--- src/rtl/etherparse_axis_pkg.sv ---
// Shared definitions for the AXI-Stream frame path.
//   TUSER_DROP_BIT : position of the frame-bad flag in tuser
//   count_t        : width of the frame/drop statistics counters
package etherparse_axis_pkg;

    localparam int TUSER_DROP_BIT = 0;
    localparam int COUNT_WIDTH    = 32;

    typedef logic [COUNT_WIDTH-1:0] count_t;

endpackage

--- src/rtl/axis_sdp_ram.sv ---
// Simple dual-port RAM: one write port, one registered read port.
// The read register only updates when rd_en is high, so it can serve
// directly as a holding output register.
// Ports:
//   clk, rst_n            clock, async active-low reset (read register only)
//   wr_en/wr_addr/wr_data write port
//   rd_en/rd_addr         read request
//   rd_data               registered read data (0 out of reset)
module axis_sdp_ram #(
    parameter int WIDTH = 65,
    parameter int DEPTH = 16
) (
    input  logic                     clk,
    input  logic                     rst_n,
    input  logic                     wr_en,
    input  logic [$clog2(DEPTH)-1:0] wr_addr,
    input  logic [WIDTH-1:0]         wr_data,
    input  logic                     rd_en,
    input  logic [$clog2(DEPTH)-1:0] rd_addr,
    output logic [WIDTH-1:0]         rd_data
);

    logic [WIDTH-1:0] mem [DEPTH];

    always_ff @(posedge clk) begin
        if (wr_en) begin
            mem[wr_addr] <= wr_data;
        end
    end

    always_ff @(posedge clk or negedge rst_n) begin
        if (!rst_n) begin
            rd_data <= '0;
        end else if (rd_en) begin
            rd_data <= mem[rd_addr];
        end
    end

endmodule

--- src/rtl/axis_drop_fifo.sv ---
// Store-and-forward AXI-Stream frame FIFO. A frame becomes visible
// downstream only after its last beat is stored without an error mark;
// frames marked bad in tuser, or that overflow the buffer, are dropped.
// Ports:
//   clk, rst_n                            clock, async active-low reset
//   s_tdata/s_tvalid/s_tready/s_tlast/s_tuser  input stream (never stalls)
//   m_tdata/m_tvalid/m_tready/m_tlast/m_tuser  output stream (tuser always 0)
//   drop_count   frames discarded since reset
//   frame_count  frames fully delivered downstream
module axis_drop_fifo
    import etherparse_axis_pkg::*;
#(
    parameter int DATA_WIDTH = 64,
    parameter int USER_WIDTH = 1,
    parameter int DEPTH      = 16
) (
    input  logic                  clk,
    input  logic                  rst_n,
    input  logic [DATA_WIDTH-1:0] s_tdata,
    input  logic                  s_tvalid,
    output logic                  s_tready,
    input  logic                  s_tlast,
    input  logic [USER_WIDTH-1:0] s_tuser,
    output logic [DATA_WIDTH-1:0] m_tdata,
    output logic                  m_tvalid,
    input  logic                  m_tready,
    output logic                  m_tlast,
    output logic [USER_WIDTH-1:0] m_tuser,
    output count_t                drop_count,
    output count_t                frame_count
);

    localparam int ADDR_W  = $clog2(DEPTH);
    localparam int PTR_W   = ADDR_W + 1;
    localparam int ENTRY_W = DATA_WIDTH + 1;

    logic [PTR_W-1:0]   wr_ptr;
    logic [PTR_W-1:0]   commit_ptr;
    logic [PTR_W-1:0]   rd_ptr;
    logic [PTR_W-1:0]   fill;
    logic               full;
    logic               bad;
    logic               beat_acc;
    logic               beat_bad;
    logic               drop_frame;
    logic               wr_en;
    logic               rd_en;
    logic               committed_avail;
    logic [ENTRY_W-1:0] rd_entry;
    logic               unused_user;

    // Never backpressure; readiness simply follows reset.
    assign s_tready = rst_n;
    assign m_tuser  = '0;

    // Only the drop flag bit is meaningful on the input sideband.
    assign unused_user = ^s_tuser;

    // Occupancy counts uncommitted beats too, so a frame that will not
    // fit overflows and is dropped instead of stalling the input.
    assign fill     = wr_ptr - rd_ptr;
    assign full     = (fill == PTR_W'(DEPTH));
    assign beat_acc = s_tvalid & s_tready;
    assign beat_bad = s_tuser[TUSER_DROP_BIT];

    assign drop_frame = beat_acc & s_tlast & (bad | beat_bad | full);
    assign wr_en      = beat_acc & ~full & ~bad & ~beat_bad;

    // Write side: store beats, then either commit or rewind on tlast.
    always_ff @(posedge clk or negedge rst_n) begin
        if (!rst_n) begin
            wr_ptr     <= '0;
            commit_ptr <= '0;
            bad        <= 1'b0;
            drop_count <= '0;
        end else if (beat_acc) begin
            if (s_tlast) begin
                bad <= 1'b0;
                if (drop_frame) begin
                    wr_ptr     <= commit_ptr;
                    drop_count <= drop_count + count_t'(1);
                end else begin
                    wr_ptr     <= wr_ptr + 1'b1;
                    commit_ptr <= wr_ptr + 1'b1;
                end
            end else begin
                if (wr_en) begin
                    wr_ptr <= wr_ptr + 1'b1;
                end
                if (beat_bad || full) begin
                    bad <= 1'b1;
                end
            end
        end
    end

    // Read side: the RAM read register is the output register. It loads
    // whenever it is empty or being consumed and a committed beat waits.
    assign committed_avail = (rd_ptr != commit_ptr);
    assign rd_en           = committed_avail & (~m_tvalid | m_tready);

    always_ff @(posedge clk or negedge rst_n) begin
        if (!rst_n) begin
            rd_ptr      <= '0;
            m_tvalid    <= 1'b0;
            frame_count <= '0;
        end else begin
            if (rd_en) begin
                rd_ptr   <= rd_ptr + 1'b1;
                m_tvalid <= 1'b1;
            end else if (m_tready) begin
                m_tvalid <= 1'b0;
            end
            if (m_tvalid && m_tready && m_tlast) begin
                frame_count <= frame_count + count_t'(1);
            end
        end
    end

    axis_sdp_ram #(
        .WIDTH (ENTRY_W),
        .DEPTH (DEPTH)
    ) u_ram (
        .clk     (clk),
        .rst_n   (rst_n),
        .wr_en   (wr_en),
        .wr_addr (wr_ptr[ADDR_W-1:0]),
        .wr_data ({s_tlast, s_tdata}),
        .rd_en   (rd_en),
        .rd_addr (rd_ptr[ADDR_W-1:0]),
        .rd_data (rd_entry)
    );

    assign {m_tlast, m_tdata} = rd_entry;

endmodule

--- config.mk ---
export PLATFORM = sky130hd
export DESIGN_NAME = axis_drop_fifo
export DESIGN_NICKNAME = d
export VERILOG_FILES = /design/src/rtl/etherparse_axis_pkg.sv /design/src/rtl/axis_sdp_ram.sv /design/src/rtl/axis_drop_fifo.sv
export SDC_FILE = /design/constraint.sdc
export NUM_CORES = 1
export LEC_CHECK = 0
export CAP_MARGIN = 15
export CORE_ASPECT_RATIO = 0.6
export CORE_UTILIZATION = 45
export CTS_CLUSTER_SIZE = 25
export DETAILED_ROUTE_END_ITERATION = 10
export PLACE_DENSITY = 0.62
export SETUP_SLACK_MARGIN = 0.5
export SLEW_MARGIN = 15
export SYNTH_ARGS = -nofsm -noshare
export SYNTH_HDL_FRONTEND = slang
export SYNTH_SLANG_ARGS = --single-unit
--- constraint.sdc ---
create_clock -name clk -period 20.9 [get_ports clk]
set_clock_uncertainty 0.15 [all_clocks]
set_input_delay 4.18 -clock clk [delete_from_list [all_inputs] [get_ports clk]]
set_output_delay 4.18 -clock clk [all_outputs]
set_load 0.005 [all_outputs]
# [Word-level counts from Yosys, hierarchy flattened]
# Memory sizes are Yosys's and may differ from the RTL's. A register that Yosys moved wholly into a read port is not among the register bits.
# Cells that the tools add are included.
[classes] muxes=9 n_reduce_logical=11 eq_ne=2 add_sub_neg=5 n_bitwise=14
[op_table] op="adder 32 x 1 -> 32 bit, second input constant" n=2
[op_table] op="2-to-1 mux 5 bit" n=3
[op_table] op="adder 5 x 1 -> 5 bit, second input constant" n=2
[op_table] op="bitwise AND 1 bit" n=7
[op_table] op="2-to-1 mux 1 bit" n=6
[op_table] op="AND reduction 2 bit" n=3
[op_table] op="nonzero test 2 bit" n=3
[op_table] op="== test 5 bit, second input constant" n=1
[op_table] op="inequality test 5 bit" n=1
[op_table] op="subtractor 5 bit" n=1
[op_table] op="NOT 1 bit" n=4
[op_table] op="bitwise OR 1 bit" n=3
[op_table] op="AND reduction 3 bit" n=1
[op_table] op="logical AND 1 bit" n=2
[op_table] op="zero test 1 bit" n=1
[op_table] op="logical OR 1 bit" n=1
[totals] register_bits=81 ram_bits=1040 n_memories=1 in_bits=70 elab_cells=49 output_inout_bits=132
[mem_list] name="u_ram.mem" words=16 word_bits=65 read_ports=1 rd_clocked_by_memory_dff=1 write_ports=1 line="axis_sdp_ram.sv:23" source="logic [WIDTH-1:0] mem [DEPTH];"

# [Logic depth before layout (Yosys ltp)]
# Gate-level depths: netlist (run 1).
[logic_depth] ltp_word=8 ltp_mapped=12 depth_no_buf=8

# [Hierarchy]
# A second synthesis (run 1) with hierarchy kept.
[unflattened] hier_cells=2125 area_unflattened_um2=45697.6
[modules_own_cells] module="axis_sdp_ram" n_inst=1 cells_per_inst=1753 area_per_inst_um2=41790.1 seq_area_each_um2=32856.5
[modules_own_cells] module="axis_drop_fifo" n_inst=1 cells_per_inst=372 area_per_inst_um2=3907.5 seq_area_each_um2=2026.9

# [Least setup slack after synthesis (run 1)]
# No wires, ideal clock.
[synth_path] kind="input to register" from="input s_tuser" to="memory u_ram.mem[15][0], enable pin" required_time_ns=20.182 path_buffers=0 arrival_time_ns=9.003 cell_stages=3 setup_ns=0.568 slack_ns=11.179 path_cell_list="nor2_1 nand2_1 nor3_1"
[synth_via] elab_chain_len=4
[synth_rtl] element="start, declared" line="axis_drop_fifo.sv:23" source="input logic [USER_WIDTH-1:0] s_tuser,"
[synth_rtl] element="NOT 1 bit" line="axis_drop_fifo.sv:67" source="assign wr_en = beat_acc & ~full & ~bad & ~beat_bad;"
[synth_rtl] element="bitwise AND 1 bit" line="axis_drop_fifo.sv:67"
[synth_rtl] element="2-to-1 mux 1 bit" line="axis_sdp_ram.sv:26" source="if (wr_en) begin"
[synth_rtl] element="2-to-1 mux 1 bit (not written as such)" line="axis_sdp_ram.sv:27" source="mem[wr_addr] <= wr_data;"
[synth_rtl] element="end, declared" line="axis_sdp_ram.sv:23"
# Every way passes these cells.

# [Worst setup path after layout (run 1)]
[layout_path] from="input rst_n" to="output s_tready"
[layout_rtl] element="start, declared" line="axis_drop_fifo.sv:18" source="input logic rst_n,"
[layout_rtl] element="end, declared" line="axis_drop_fifo.sv:21" source="output logic s_tready,"
# No word-level cell between the ends.

==> run summary, run 1 <==
The flow ran to the end, and the final reports show no timing, DRC or antenna violations. The type of the tightest min-delay check is reg -> reg. The routed design could run at a clock period as short as 9.38 ns.

The signal on the critical path passes through clkbuf_8 > clkdlybuf4s50_1. The number of filler cells placed in the layout was 7,575; the total global-route track usage was 0.194. The max-cap check violation count is 0. Buffers placed on the I/O ports in this run total 200. The floorplan step set the die height to 248 um. The detail route stage leaves a number of antenna-violating nets equal to 0.

Total area of multi-input combinational cells: 0.0101 mm^2. The dominant register cell in the synthesized netlist was sky130_fd_sc_hd__edfxtp_1. The worst path arrival time was 5.05 ns; the first-pass GRT wire length was 144,000 um. After legalization and detailed placement, the total HPWL measured 50,200 um. TritonCTS built the clock tree. Dividing the detail-routed via count by the number of cells gives 5.69. Adding up every negative setup slack in the final design gives 0 ns.

Final hold analysis gives a worst-case slack of 0.325 ns. The area overhead of the layout relative to synthesis was 15.7%. STA classifies the critical path startpoint as an input pin. Leaving out filler cells and counting taps, the final layout contains 3,645. The sequential-to-total area share from yosys stat was 0.768; the number of buffers inserted during clock tree synthesis was 109. Derived from the worst setup path, the maximum achievable clock frequency is 107 MHz. The worst max-slew margin expressed relative to the limit is 0.276, and the worst-margin pin slew is 1.09 ns.

A synthesized cell averages 23.0 um^2. STA classifies the critical path endpoint as an output pin. The max-slew violation count is 0. The die outline width was 412 um.

On the worst path, the slowest cell contributes a delay of 0.56 ns. CTS placed an instance of sky130_fd_sc_hd__clkbuf_16 at the clock tree root. The tools report the worst hold path endpoint as drop_count[31]. The tools report the final estimated routing congestion in global placement as 0.834. The synthesized design contains 1,040 enable-type register cells.

Register area: 0.0349 mm^2. The first routing iteration left 2,261 violations. In this run, post-CTS hold repair placed 0 buffers.

The logs give 0.70 ns for the clock latency at the later pin of the worst-skew pair and 89 for the placement row count. The final setup violation count was 0. The tree built by TritonCTS fans out to 1,186 sinks. The share of cells above drive strength 1 came out at 0.265. Yosys printed 0 warnings. The hold path depth is 1. Counting both buffers and inverters, the worst setup path holds a total of 2. The peak ir drop on the vdd network was 0.0000967 V. Floorplan die area: 0.102 mm^2. The start of the worst register-to-register path is rd_ptr[3]. The power density relative to cell area works out to 123 mW/mm^2.

The final wirelength is 97,700 um. Summing internal, switching and leakage power gives 0.00644 W. In this run the cell area of the synthesized design comes to 0.0454 mm^2. Pin placement for this block handled 202 I/O pins. For this run, the post-layout net count is 2,310. Clock-pin slew was measured on the worst setup and hold paths at 0.06 ns. The number of vias in the routed layout came out at 20,742. After global routing the overflow that remains totals 0.

Counting tap cells, the placed design contains a total of 3,437 instances. The maximum fanout along the worst path works out to 25. The cell count after synthesis is 1,974, and the share of async-settable or async-resettable flops after synthesis is 0.123. The worst register-to-register path ends at u_ram.mem[7][5]. Cell family with the largest share of critical-path delay: buffers and inverters.

For flop-to-flop paths, the worst setup slack is 15.79 ns. For the final count of hold timing violations, the log shows 0. In the layout the commonest cells are sky130_fd_sc_hd__edfxtp_1 (1,040), sky130_fd_sc_hd__mux4_2 (325), sky130_fd_sc_hd__clkdlybuf4s50_1 (199), sky130_fd_sc_hd__dfrtp_1 (143), sky130_fd_sc_hd__clkbuf_16 (113).

The tools report the startpoint of the most critical hold path as drop_count[31]. The slowest stage of the critical path belongs to the cell sky130_fd_sc_hd__clkdlybuf4s50_1. The number of nets handed over by synthesis was 2,055.

The DRC violation count after routing was 0. The path depth of the worst reg2reg path works out to 7. The post-cts sizing count was 0. Setup repair after global routing left no endpoint under its margin. For the maximum clock path buffer count, the log shows 3.

The tools report the number of distinct standard cells referenced by the synthesized netlist as 45. The synthesized design contains 1,186 register bits. The final clock period utilization by the worst path came out at 0.449.

The data required time at the worst endpoint was 16.57 ns; the initial antenna violation count was 9. The detailed-route wire length per cell works out to 26.8 um. The via count of the first global-routing pass was 21,720. The pre-antenna-repair detailed-routing pass consisted of 5 iterations. The H-tree generated during clock tree synthesis spans 3 levels.

For this design the static power due to leakage is 17.0 nW. The initial core utilization is 0.458. The logs give 0.0991 mm^2 for the area of the placeable core and 109 for the maximum number of pins on one net before global-route repair. The worst setup path is of the in -> out kind.

The library cell used most frequently in the layout, excluding fill and tap cells, is sky130_fd_sc_hd__edfxtp_1. The number of setup buffers added after CTS came out at 0.
-- cell usage after synthesis, types with 4 or more instances --
master,number,share of area
sky130_fd_sc_hd__a211o_1,4,0.00077
sky130_fd_sc_hd__a21oi_1,8,0.00088
sky130_fd_sc_hd__and2_1,16,0.0022
sky130_fd_sc_hd__and3_1,14,0.0019
sky130_fd_sc_hd__and4_1,5,0.00096
sky130_fd_sc_hd__buf_1,9,0.00074
sky130_fd_sc_hd__buf_2,31,0.0034
sky130_fd_sc_hd__buf_6,8,0.0020
sky130_fd_sc_hd__clkbuf_1,37,0.0031
sky130_fd_sc_hd__dfrtp_1,146,0.080
sky130_fd_sc_hd__edfxtp_1,1040,0.69
sky130_fd_sc_hd__ha_1,11,0.0030
sky130_fd_sc_hd__inv_1,17,0.0014
sky130_fd_sc_hd__mux2_2,68,0.017
sky130_fd_sc_hd__mux4_2,325,0.16
sky130_fd_sc_hd__nand2_1,36,0.0030
sky130_fd_sc_hd__nand3_1,29,0.0032
sky130_fd_sc_hd__nand4_1,16,0.0022
sky130_fd_sc_hd__nor2_1,19,0.0016
sky130_fd_sc_hd__nor3_1,14,0.0015
sky130_fd_sc_hd__nor4_1,6,0.00083
sky130_fd_sc_hd__o21ai_0,6,0.00066
sky130_fd_sc_hd__xnor2_1,47,0.0091
sky130_fd_sc_hd__xor2_1,29,0.0056
-- layer usage --
layer  routed length, um  GRT usage  vias up
li1                    -          -     8781
met1               43600      0.284    11265
met2               47400      0.307      571
met3                5140     0.0345      117
met4                1580     0.0432        8
met5                  55          0        -
-- power breakdown --
group | switching (W) | internal [W] | total (W) | leakage, nW
Clock | 0.000858 | 0.00112 | 0.00198 | 1.76
Sequential | 0.000147 | 0.00271 | 0.00286 | 11.2
Combinational | 0.000694 | 0.000910 | 0.00160 | 4.10
-- layout make-up --
| type | count | share of cell area |
|---|---|---|
| Timing Repair Buffer | 232 | 0.0430 |
| Inverter | 17 | 0.00126 |
| Sequential cell | 1186 | 0.664 |
| Tap cell | 1319 | 0.0314 |
| Multi-Input combinational cell | 683 | 0.192 |
| Clock inverter | 46 | 0.00788 |
| Clock buffer | 158 | 0.0601 |
| Antenna cell | 4 | 0.000190 |
-- registers in the layout, indices dropped and copies added (netlist names) --
register and flops:
u_ram.mem 1040, u_ram.rd_data 65, drop_count 32, frame_count 32, commit_ptr 5, rd_ptr 5, wr_ptr 5, bad 1
m_tvalid 1
-- worst max-delay path by stage --
stage                       start               end  slack, ns  cells past startpoint
after global routing        rst_n          s_tready      11.46                      2
after global placement      rst_n          s_tready      11.51                      2
after floorplan           s_tuser  u_ram.mem[15][0]      11.18                      3
after detailed placement    rst_n          s_tready      11.50                      2
final                       rst_n          s_tready      11.52                      2
after CTS                   rst_n          s_tready      11.50                      2
-- cells by family (layout without fill, tap and decap cells) --
logic type / count (synthesis) / in the layout / synth area share
DFF: 1186 / 1186 / 0.768
muxes: 393 / 393 / 0.178
and+or+nand+nor: 166 / 166 / 0.0194
buffers and inverters: 105 / 453 / 0.0111
xor gates and xnor gates: 76 / 76 / 0.0147
AOI/OAI and AO/OA: 36 / 36 / 0.00581
adders and majority gates: 11 / 11 / 0.00303
other: 1 / 5 / 0.0000825
-- through the flow --
step	instance area [um^2]	utilization	worst slack [ns]
floorplan	45400	-	11.18
finish	52600	0.530	11.52
global route	52600	0.530	11.46
CTS	52500	0.530	11.50
detailed placement	49000	0.494	11.50
global placement	49000	0.494	11.51
Power figures use the tool's default switching activity.
==> run 2, diff against run 1 <==
--- a/config.mk
+++ b/config.mk
@@ -10,7 +10,7 @@
 export CORE_UTILIZATION = 45
 export CTS_CLUSTER_SIZE = 25
 export DETAILED_ROUTE_END_ITERATION = 10
-export PLACE_DENSITY = 0.62
+export PLACE_DENSITY = 0.65
 export SETUP_SLACK_MARGIN = 0.5
 export SLEW_MARGIN = 15
 export SYNTH_ARGS = -nofsm -noshare
==> constraint.sdc (replaced) <==
create_clock -name clk -period 8.16 [get_ports clk]
set_clock_uncertainty 0.15 [all_clocks]
set_input_delay 1.632 -clock clk [delete_from_list [all_inputs] [get_ports clk]]
set_output_delay 1.632 -clock clk [all_outputs]
set_load 0.005 [all_outputs]
==> run 2 against run 1 <==
Global-route usage is 0.19 points lower. Routed wire length is 1.1% lower. Critical path depth is 7 higher. Die area stayed put. Register-to-register slack worse by 12 ns. Cell count is 0.33% lower. Via count hardly changed. Critical endpoint is now u_ram.mem[3][33].
==> run summary, run 2 (synthesis gave the netlist of run 1 again) <==
The first-iteration detailed-routing DRC count was 2,039 (was 2,261); the placement row count was 89 (unchanged). The type of the worst setup path was reg -> reg (was in -> out). Worst max-slew margin expressed relative to the limit: 0.294 (was 0.276). The tools report the detailed-router iteration count before antenna repair as 7 (was 5).

Worst-path cell with the longest stage delay: sky130_fd_sc_hd__nor4_1 (was sky130_fd_sc_hd__clkdlybuf4s50_1). The per-cell via count in the routed design was 5.71 (was 5.69). The switching share of power came out at 0.270 (was 0.264). The logs give 0.254 (was 0.249) for the combinational share of power and 2,303 (was 2,310) for the final net count.

The run gives 0 ns (unchanged) as the sum of negative setup slack. The clock latency at the later pin of the worst-skew pair came out at 0.73 ns (was 0.70 ns). TritonCTS built the clock tree. The HPWL reported at the end of detailed placement came out at 54,300 um (was 50,200 um).

The initial antenna violation count was 6 (was 9). Critical path startpoint category: a register (was an input pin). For the max-cap check violation count, the log shows 0 (unchanged). The area overhead of the layout relative to synthesis was 15.4% (was 15.7%); the data required time at the worst endpoint was 8.33 ns (was 16.57 ns). The number of top-level design ports came out at 202 (unchanged).

The area of the placeable core was 0.0991 mm^2 (unchanged); the initial core utilization was 0.458 (unchanged). The post-cts sizing count is 0 (unchanged). The final wirelength was 96,700 um (was 97,700 um). The clock network fraction of total power came out at 0.303 (was 0.307). The CTS clock-pin slew for the worst setup and hold paths was 0.07 ns (was 0.06 ns); the maximum clock path buffer count was 3 (unchanged). Final estimated routing congestion in global placement: 0.769 (was 0.834). The total congestion overflow was 0 (unchanged); the first-pass GRT wire length was 143,000 um (was 144,000 um). The max-slew violation count is 0 (unchanged), and the die outline width is 412 um (unchanged). The worst setup timing slack at the placement stage was 2.75 ns (was 11.50 ns). The logs give 20,751 (was 20,742) for the number of vias in the routed layout and 206 MHz for the fmax. Setup repair after global routing left no endpoint under its margin.

The worst path in the final design needs a cycle of 4.86 ns, including I/O delays and setup. The number of clock sinks is 1,186 (unchanged), and the total global-route track usage is 0.192 (was 0.194). Registers with the highest flip-flop counts: u_ram.mem x1040, u_ram.rd_data x65 (unchanged). The tools report the maximum number of pins on one net before global-route repair as 153 (was 109). The combined buffer and inverter count along the critical path came out at 2 (unchanged). Number of port buffers: 200 (unchanged). The net switching power figure was 0.00446 W (was 0.00170 W). The power density relative to cell area works out to 315 mW/mm^2 (was 123 mW/mm^2). The final clock period utilization by the worst path came out at 0.595. The die height came out at 248 um (unchanged). CP Cell Sequence: inv_4 > ha_1 > nor2_1 > xnor2_1 > a211oi_4 > nor4_1 > nor2b_1 > and2_4 > buf_4 (was clkbuf_8 > clkdlybuf4s50_1).

For the number of buffers inserted during clock tree synthesis, the log shows 105 (was 109). The critical path endpoint category was a register (was an output pin). The maximum fanout along the worst path was 41 (was 25); the delay of the slowest cell on the worst path was 0.75 ns (was 0.56 ns).

For the number of setup buffers added after CTS, the log shows 0 (unchanged). For the cell internal power dissipation, the log shows 0.0121 W (was 0.00474 W). The flow ran to the end, and the final reports show no timing, DRC or antenna violations. The proportion of power drawn by flip-flops and latches is 0.444 (about the same), and the DRC violation count after routing is 0 (unchanged). Via count of the first global-routing pass: 21,412 (was 21,720). The cell family with the largest share of critical-path delay was simple AND/OR/NAND/NOR gates (was buffers and inverters). The detailed-route wire length per cell was 26.6 um (was 26.8 um). For the worst path arrival time, the log shows 5.03 ns (was 5.05 ns). The worst-margin pin slew is 1.06 ns (was 1.09 ns), and the final setup slack of the worst path is 3.30 ns (was 11.52 ns). The reported leakage power is 16.9 nW (was 17.0 nW).

The share of cells above drive strength 1 works out to 0.262 (was 0.265). Most frequent cells in the layout: sky130_fd_sc_hd__edfxtp_1 (1,040), sky130_fd_sc_hd__mux4_2 (325), sky130_fd_sc_hd__clkdlybuf4s50_1 (199), sky130_fd_sc_hd__dfrtp_1 (143), sky130_fd_sc_hd__clkbuf_16 (106) (was sky130_fd_sc_hd__edfxtp_1 (1,040), sky130_fd_sc_hd__mux4_2 (325), sky130_fd_sc_hd__clkdlybuf4s50_1 (199), sky130_fd_sc_hd__dfrtp_1 (143), sky130_fd_sc_hd__clkbuf_16 (113)). The count of nets left with antenna violations after detail routing was 0 (unchanged). The count of hold buffers inserted by post-cts repair is 0 (unchanged).

For the peak ir drop on the vdd network, the log shows 0.000301 V (was 0.0000967 V). The final count of hold timing violations came out at 0 (unchanged). The logs give 0 (unchanged) for the final setup violation count and 0.323 ns (was 0.325 ns) for the hold slack. The run gives 3 (unchanged) as the number of levels the H-tree was split into. The register with the most flip-flops is u_ram.mem (unchanged). The most common library cell in the layout ignoring fill and taps was sky130_fd_sc_hd__edfxtp_1 (unchanged).

The floorplan die area was 0.102 mm^2 (unchanged). The tools report the number of filler cells placed in the layout as 7,515 (was 7,575). The type of the tightest min-delay check is reg -> reg (unchanged).

The tools report the root cell of the clock tree as sky130_fd_sc_hd__clkbuf_16 (unchanged). The number of flip-flops in the largest register is 1,040 (unchanged).
==> run 2: changes by cell type in the layout (fill, tap and decap cells not counted), sizes merged <==
cell and delta:
clkbuf -24, diode -1, inv +3, clkinv +2, clkinvlp +6, buf -2
bufinv +4
==> run 2: path summary, 6_finish.rpt <==
kind	from	end	slack, ns	cells past startpoint
worst min register to register	drop_count[31]	drop_count[31]	0.32	1
worst max-delay path	rd_ptr[3]	u_ram.mem[3][33]	3.30	9
worst max register to register	rd_ptr[3]	u_ram.mem[3][33]	3.30	9
min in group asynchronous	rst_n	frame_count[16]	0.70	1
worst min-delay path	drop_count[31]	drop_count[31]	0.32	1
max in group asynchronous	rst_n	u_ram.rd_data[45]	5.82	2
==> run 2: layout make-up <==
cell class	instances	area, um^2	share of cell area
Antenna cell	3	7.51	0.000143
Clock buffer	135	2800	0.0534
Clock inverter	61	663	0.0126
Inverter	17	66.3	0.00126
Multi-Input combinational cell	683	10100	0.193
Sequential cell	1186	34900	0.666
Tap cell	1319	1650	0.0315
Timing Repair Buffer	229	2250	0.0428
==> run 2: worst reg2reg max path, delay by kind of cell (launching register included) <==
kind | cells | cell delay, ns
AND/OR/NAND/NOR | 4 | 1.79
adder cells (fa/ha/maj) | 1 | 0.42
AO/OA/AOI/OAI | 1 | 0.11
buffers and inverters | 2 | 1.24
flip-flops | 1 | 0.45
XOR/XNOR | 1 | 0.26
==> run 2: power by group through the flow <==
stage               sequential, W  combinational (W)  clock, W
floorplan                 0.00724            0.00302         0
global placement          0.00744            0.00421         0
detailed placement        0.00746            0.00426         0
CTS                       0.00733            0.00429   0.00509
global route              0.00737            0.00449   0.00532
finish                    0.00733            0.00419   0.00500
==> run 2: per-stage QoR <==
stage,instances,total power [W],cell area [um^2],util
after floorplan,1974,0.0103,45400,-
after global placement,3434,0.0117,49000,0.494
after detailed placement,3434,0.0117,49000,0.494
after CTS,3630,0.0167,52400,0.529
after global routing,3633,0.0172,52400,0.529
final,3633,0.0165,52400,0.529
==> run 2: layer usage <==
layer | wire, um | track usage
met1 | 44300 | 0.288
met2 | 44800 | 0.292
met3 | 5570 | 0.0370
met4 | 1990 | 0.0476
met5 | 27 | 0
==> run 3, diff against run 2 <==
--- a/config.mk
+++ b/config.mk
@@ -10,7 +10,7 @@
 export CORE_UTILIZATION = 45
 export CTS_CLUSTER_SIZE = 25
 export DETAILED_ROUTE_END_ITERATION = 10
-export PLACE_DENSITY = 0.65
+export PLACE_DENSITY = 0.62
 export SETUP_SLACK_MARGIN = 0.5
 export SLEW_MARGIN = 15
 export SYNTH_ARGS = -nofsm -noshare
==> constraint.sdc (replaced) <==
create_clock -name clk -period 4.75 [get_ports clk]
set_clock_uncertainty 0.15 [all_clocks]
set_input_delay 0.95 -clock clk [delete_from_list [all_inputs] [get_ports clk]]
set_output_delay 0.95 -clock clk [all_outputs]
set_load 0.005 [all_outputs]
==> run 3 against run 2 <==
Critical path type is now in -> reg. Count of clock-buffer cells in the layout is 3 lower. Routed wire length is 1.0% higher. First-iteration DRC count is 7.7% higher. Sequential power is 68% higher. Flip-flop and latch count stayed put. Register-to-register slack worse by 2.3 ns. Die area stayed put. Worst setup slack worse by 2.3 ns.
==> run summary, run 3 (synthesis gave the netlist of run 1 again) <==
The run gives 97,600 um (was 96,700 um) as the final wirelength. The maximum fanout along the worst path was 26 (was 41); the fmax was 268 MHz. The root cell of the clock tree was sky130_fd_sc_hd__clkbuf_16 (unchanged).

Type of the tightest min-delay check: reg -> reg (unchanged). For the first-iteration detailed-routing DRC count, the log shows 2,197 (was 2,039). The number of setup buffers added after CTS was 0 (unchanged); the number of levels the H-tree was split into was 3 (unchanged). Worst-path cell with the longest stage delay: sky130_fd_sc_hd__and2_4 (was sky130_fd_sc_hd__nor4_1).

The run gives 0.298 (was 0.292) as the met2 demand-to-capacity share in global routing. Registers with the highest flip-flop counts: u_ram.mem x1040, u_ram.rd_data x65 (unchanged). Data required time at the worst endpoint: 4.97 ns (was 8.33 ns). Die height: 248 um (unchanged). CP Cell Sequence: dlygate4sd3_1 > buf_6 > nand2_1 > nor4_1 > buf_4 > nor2b_1 > and2_4 > buf_12 (was inv_4 > ha_1 > nor2_1 > xnor2_1 > a211oi_4 > nor4_1 > nor2b_1 > and2_4 > buf_4). Subtracting the final worst setup slack from the clock period gives 3.72 ns. The max-cap check violation count is 0 (unchanged). The run gives 0 (unchanged) as the final setup violation count. HPWL reported at the end of detailed placement: 52,200 um (was 54,300 um).

The placed cell count was 3,450 (was 3,434); the worst-margin pin slew was 1.04 ns (was 1.06 ns). For the final estimated routing congestion in global placement, the log shows 0.820 (was 0.769). The number of flip-flops in the largest register is 1,040 (unchanged), and the peak ir drop on the vdd network is 0.000414 V (was 0.000301 V). Most frequent cells in the layout: sky130_fd_sc_hd__edfxtp_1 (1,040), sky130_fd_sc_hd__mux4_2 (325), sky130_fd_sc_hd__clkdlybuf4s50_1 (199), sky130_fd_sc_hd__dfrtp_1 (143), sky130_fd_sc_hd__clkbuf_16 (106) (unchanged). The register with the most flip-flops was u_ram.mem (unchanged).

For the floorplan die area, the log shows 0.102 mm^2 (unchanged). Type of the worst setup path: in -> reg (was reg -> reg). The CTS clock-pin slew for the worst setup and hold paths was 0.06 ns (was 0.07 ns); the DRC violation count after routing was 0 (unchanged). The tools report the area of the placeable core as 0.0991 mm^2 (unchanged). The combined buffer and inverter count along the critical path is 4 (was 2).

The cell family with the largest share of critical-path delay was simple AND/OR/NAND/NOR gates (unchanged). The detailed-router iteration count before antenna repair is 7 (unchanged), and the number of buffers inserted during clock tree synthesis is 104 (was 105). Total congestion overflow: 0 (unchanged). The area overhead of the layout relative to synthesis was 16.3% (was 15.4%). Most heavily used metal layer in global routing: met2 (unchanged).

The sum of negative setup slack was 0 ns (unchanged); the maximum clock path buffer count was 3 (unchanged). The logs give 0.326 ns (was 0.323 ns) for the hold slack and 89 (unchanged) for the placement row count. The number of clock sinks is 1,186 (unchanged). The logs give 2,319 (was 2,303) for the final net count and 144,000 um (was 143,000 um) for the first-pass GRT wire length. The detailed-route wire length per cell was 26.8 um (was 26.6 um); the number of non-filler instances in the completed layout was 3,647 (was 3,633). The number of port buffers was 200 (unchanged). Share of cells above drive strength 1: 0.267 (was 0.262).

The count of nets left with antenna violations after detail routing was 0 (unchanged). Delay of the slowest cell on the worst path: 0.60 ns (was 0.75 ns). The most common library cell in the layout ignoring fill and taps was sky130_fd_sc_hd__edfxtp_1 (unchanged). Critical path endpoint category: a register (unchanged).

The power density relative to cell area came out at 537 mW/mm^2 (was 315 mW/mm^2). The post-cts sizing count was 0 (unchanged). The total global-route track usage is 0.194 (was 0.192). The final clock period utilization by the worst path is 0.784. The worst max-slew margin expressed relative to the limit was 0.306 (was 0.294); the initial antenna violation count was 6 (unchanged). The met1 routing resource usage after global routing is 0.293 (was 0.288), and the reported leakage power is 17.1 nW (was 16.9 nW).

For the number of top-level design ports, the log shows 202 (unchanged). The via count of the first global-routing pass was 21,287 (was 21,412); the max-slew violation count was 0 (unchanged). Die outline width: 412 um (unchanged). The per-cell via count in the routed design is 5.68 (was 5.71). TritonCTS built the clock tree.

For the final count of hold timing violations, the log shows 0 (unchanged). The maximum number of pins on one net before global-route repair was 152 (was 153); the number of vias in the routed layout was 20,705 (was 20,751). The initial core utilization was 0.458 (unchanged). The flow ran to the end, and the final reports show no timing, DRC or antenna violations. Met3 track demand over resource: 0.0326 (was 0.0370). Critical path startpoint category: an input pin (was a register). The count of hold buffers inserted by post-cts repair was 1 (was 0); the worst path arrival time was 3.95 ns (was 5.03 ns). Setup repair after global routing left no endpoint under its margin. For the clock latency at the later pin of the worst-skew pair, the log shows 0.70 ns (was 0.73 ns).
run 3: cell types whose count changed in the layout (fill, tap and decap cells not counted), sizes merged:
cell,previous run,this run
dlygate4sd3,0,1
diode,3,2
clkbuf,135,132
buf,30,46
bufinv,10,12
inv,22,23
clkinv,38,43
clkinvlp,8,1
run 3: layer usage:
layer	wire (um)	vias up
li1	-	8811
met2	45900	575
met3	5260	120
met5	23	-
met1	44800	11195
met4	1620	4
run 3: stage by stage:
step / cell area, um^2 / worst slack, ns / power [W] / util
after floorplan: 45500 / 0.206 / 0.0176 / -
after global placement: 49300 / 0.734 / 0.0201 / 0.498
after detailed placement: 49300 / 0.697 / 0.0201 / 0.498
after CTS: 52800 / 1.01 / 0.0288 / 0.533
after global routing: 52800 / 0.739 / 0.0296 / 0.533
final: 52900 / 1.03 / 0.0284 / 0.533
run 3: final timing paths:
check / startpoint / endpoint / slack (ns) / cells after the start
max: rst_n / u_ram.mem[0][15] / 1.03 / 8
min: frame_count[31] / frame_count[31] / 0.33 / 1
max reg2reg: rd_ptr[3] / u_ram.mem[9][13] / 1.05 / 9
min reg2reg: frame_count[31] / frame_count[31] / 0.33 / 1
max in group asynchronous: rst_n / rd_ptr[0] / 2.21 / 4
min in group asynchronous: rst_n / frame_count[29] / 0.57 / 2
run 3: worst register-to-register path, cell delays in order (launching register included):
cell	delay [ns]
sky130_fd_sc_hd__dfrtp_1	0.48
sky130_fd_sc_hd__inv_4	0.05
sky130_fd_sc_hd__ha_1	0.34
sky130_fd_sc_hd__nor2_1	0.08
sky130_fd_sc_hd__xnor2_1	0.34
sky130_fd_sc_hd__a211o_1	0.20
sky130_fd_sc_hd__nand2_1	0.23
sky130_fd_sc_hd__nor4_1	0.66
sky130_fd_sc_hd__and2_4	0.57
sky130_fd_sc_hd__buf_12	0.27
run 3: layout make-up:
| class | instances | area, um^2 |
|---|---|---|
| Tap cell | 1319 | 1650 |
| Clock buffer | 132 | 2830 |
| Antenna cell | 2 | 5.00 |
| Sequential cell | 1186 | 34900 |
| Timing Repair Buffer | 246 | 2640 |
| Fill cell | 7539 | 46300 |
| Inverter | 17 | 66.3 |
| Clock inverter | 62 | 657 |
| Multi-Input combinational cell | 683 | 10100 |
run 3: power by group:
group	internal, W	total [W]	leakage [nW]	switching, W
logic	0.00406	0.00742	4.24	0.00336
registers	0.0119	0.0123	11.2	0.000389
clock network	0.00489	0.00863	1.71	0.00374
total	0.0209	0.0284	17.1	0.00749
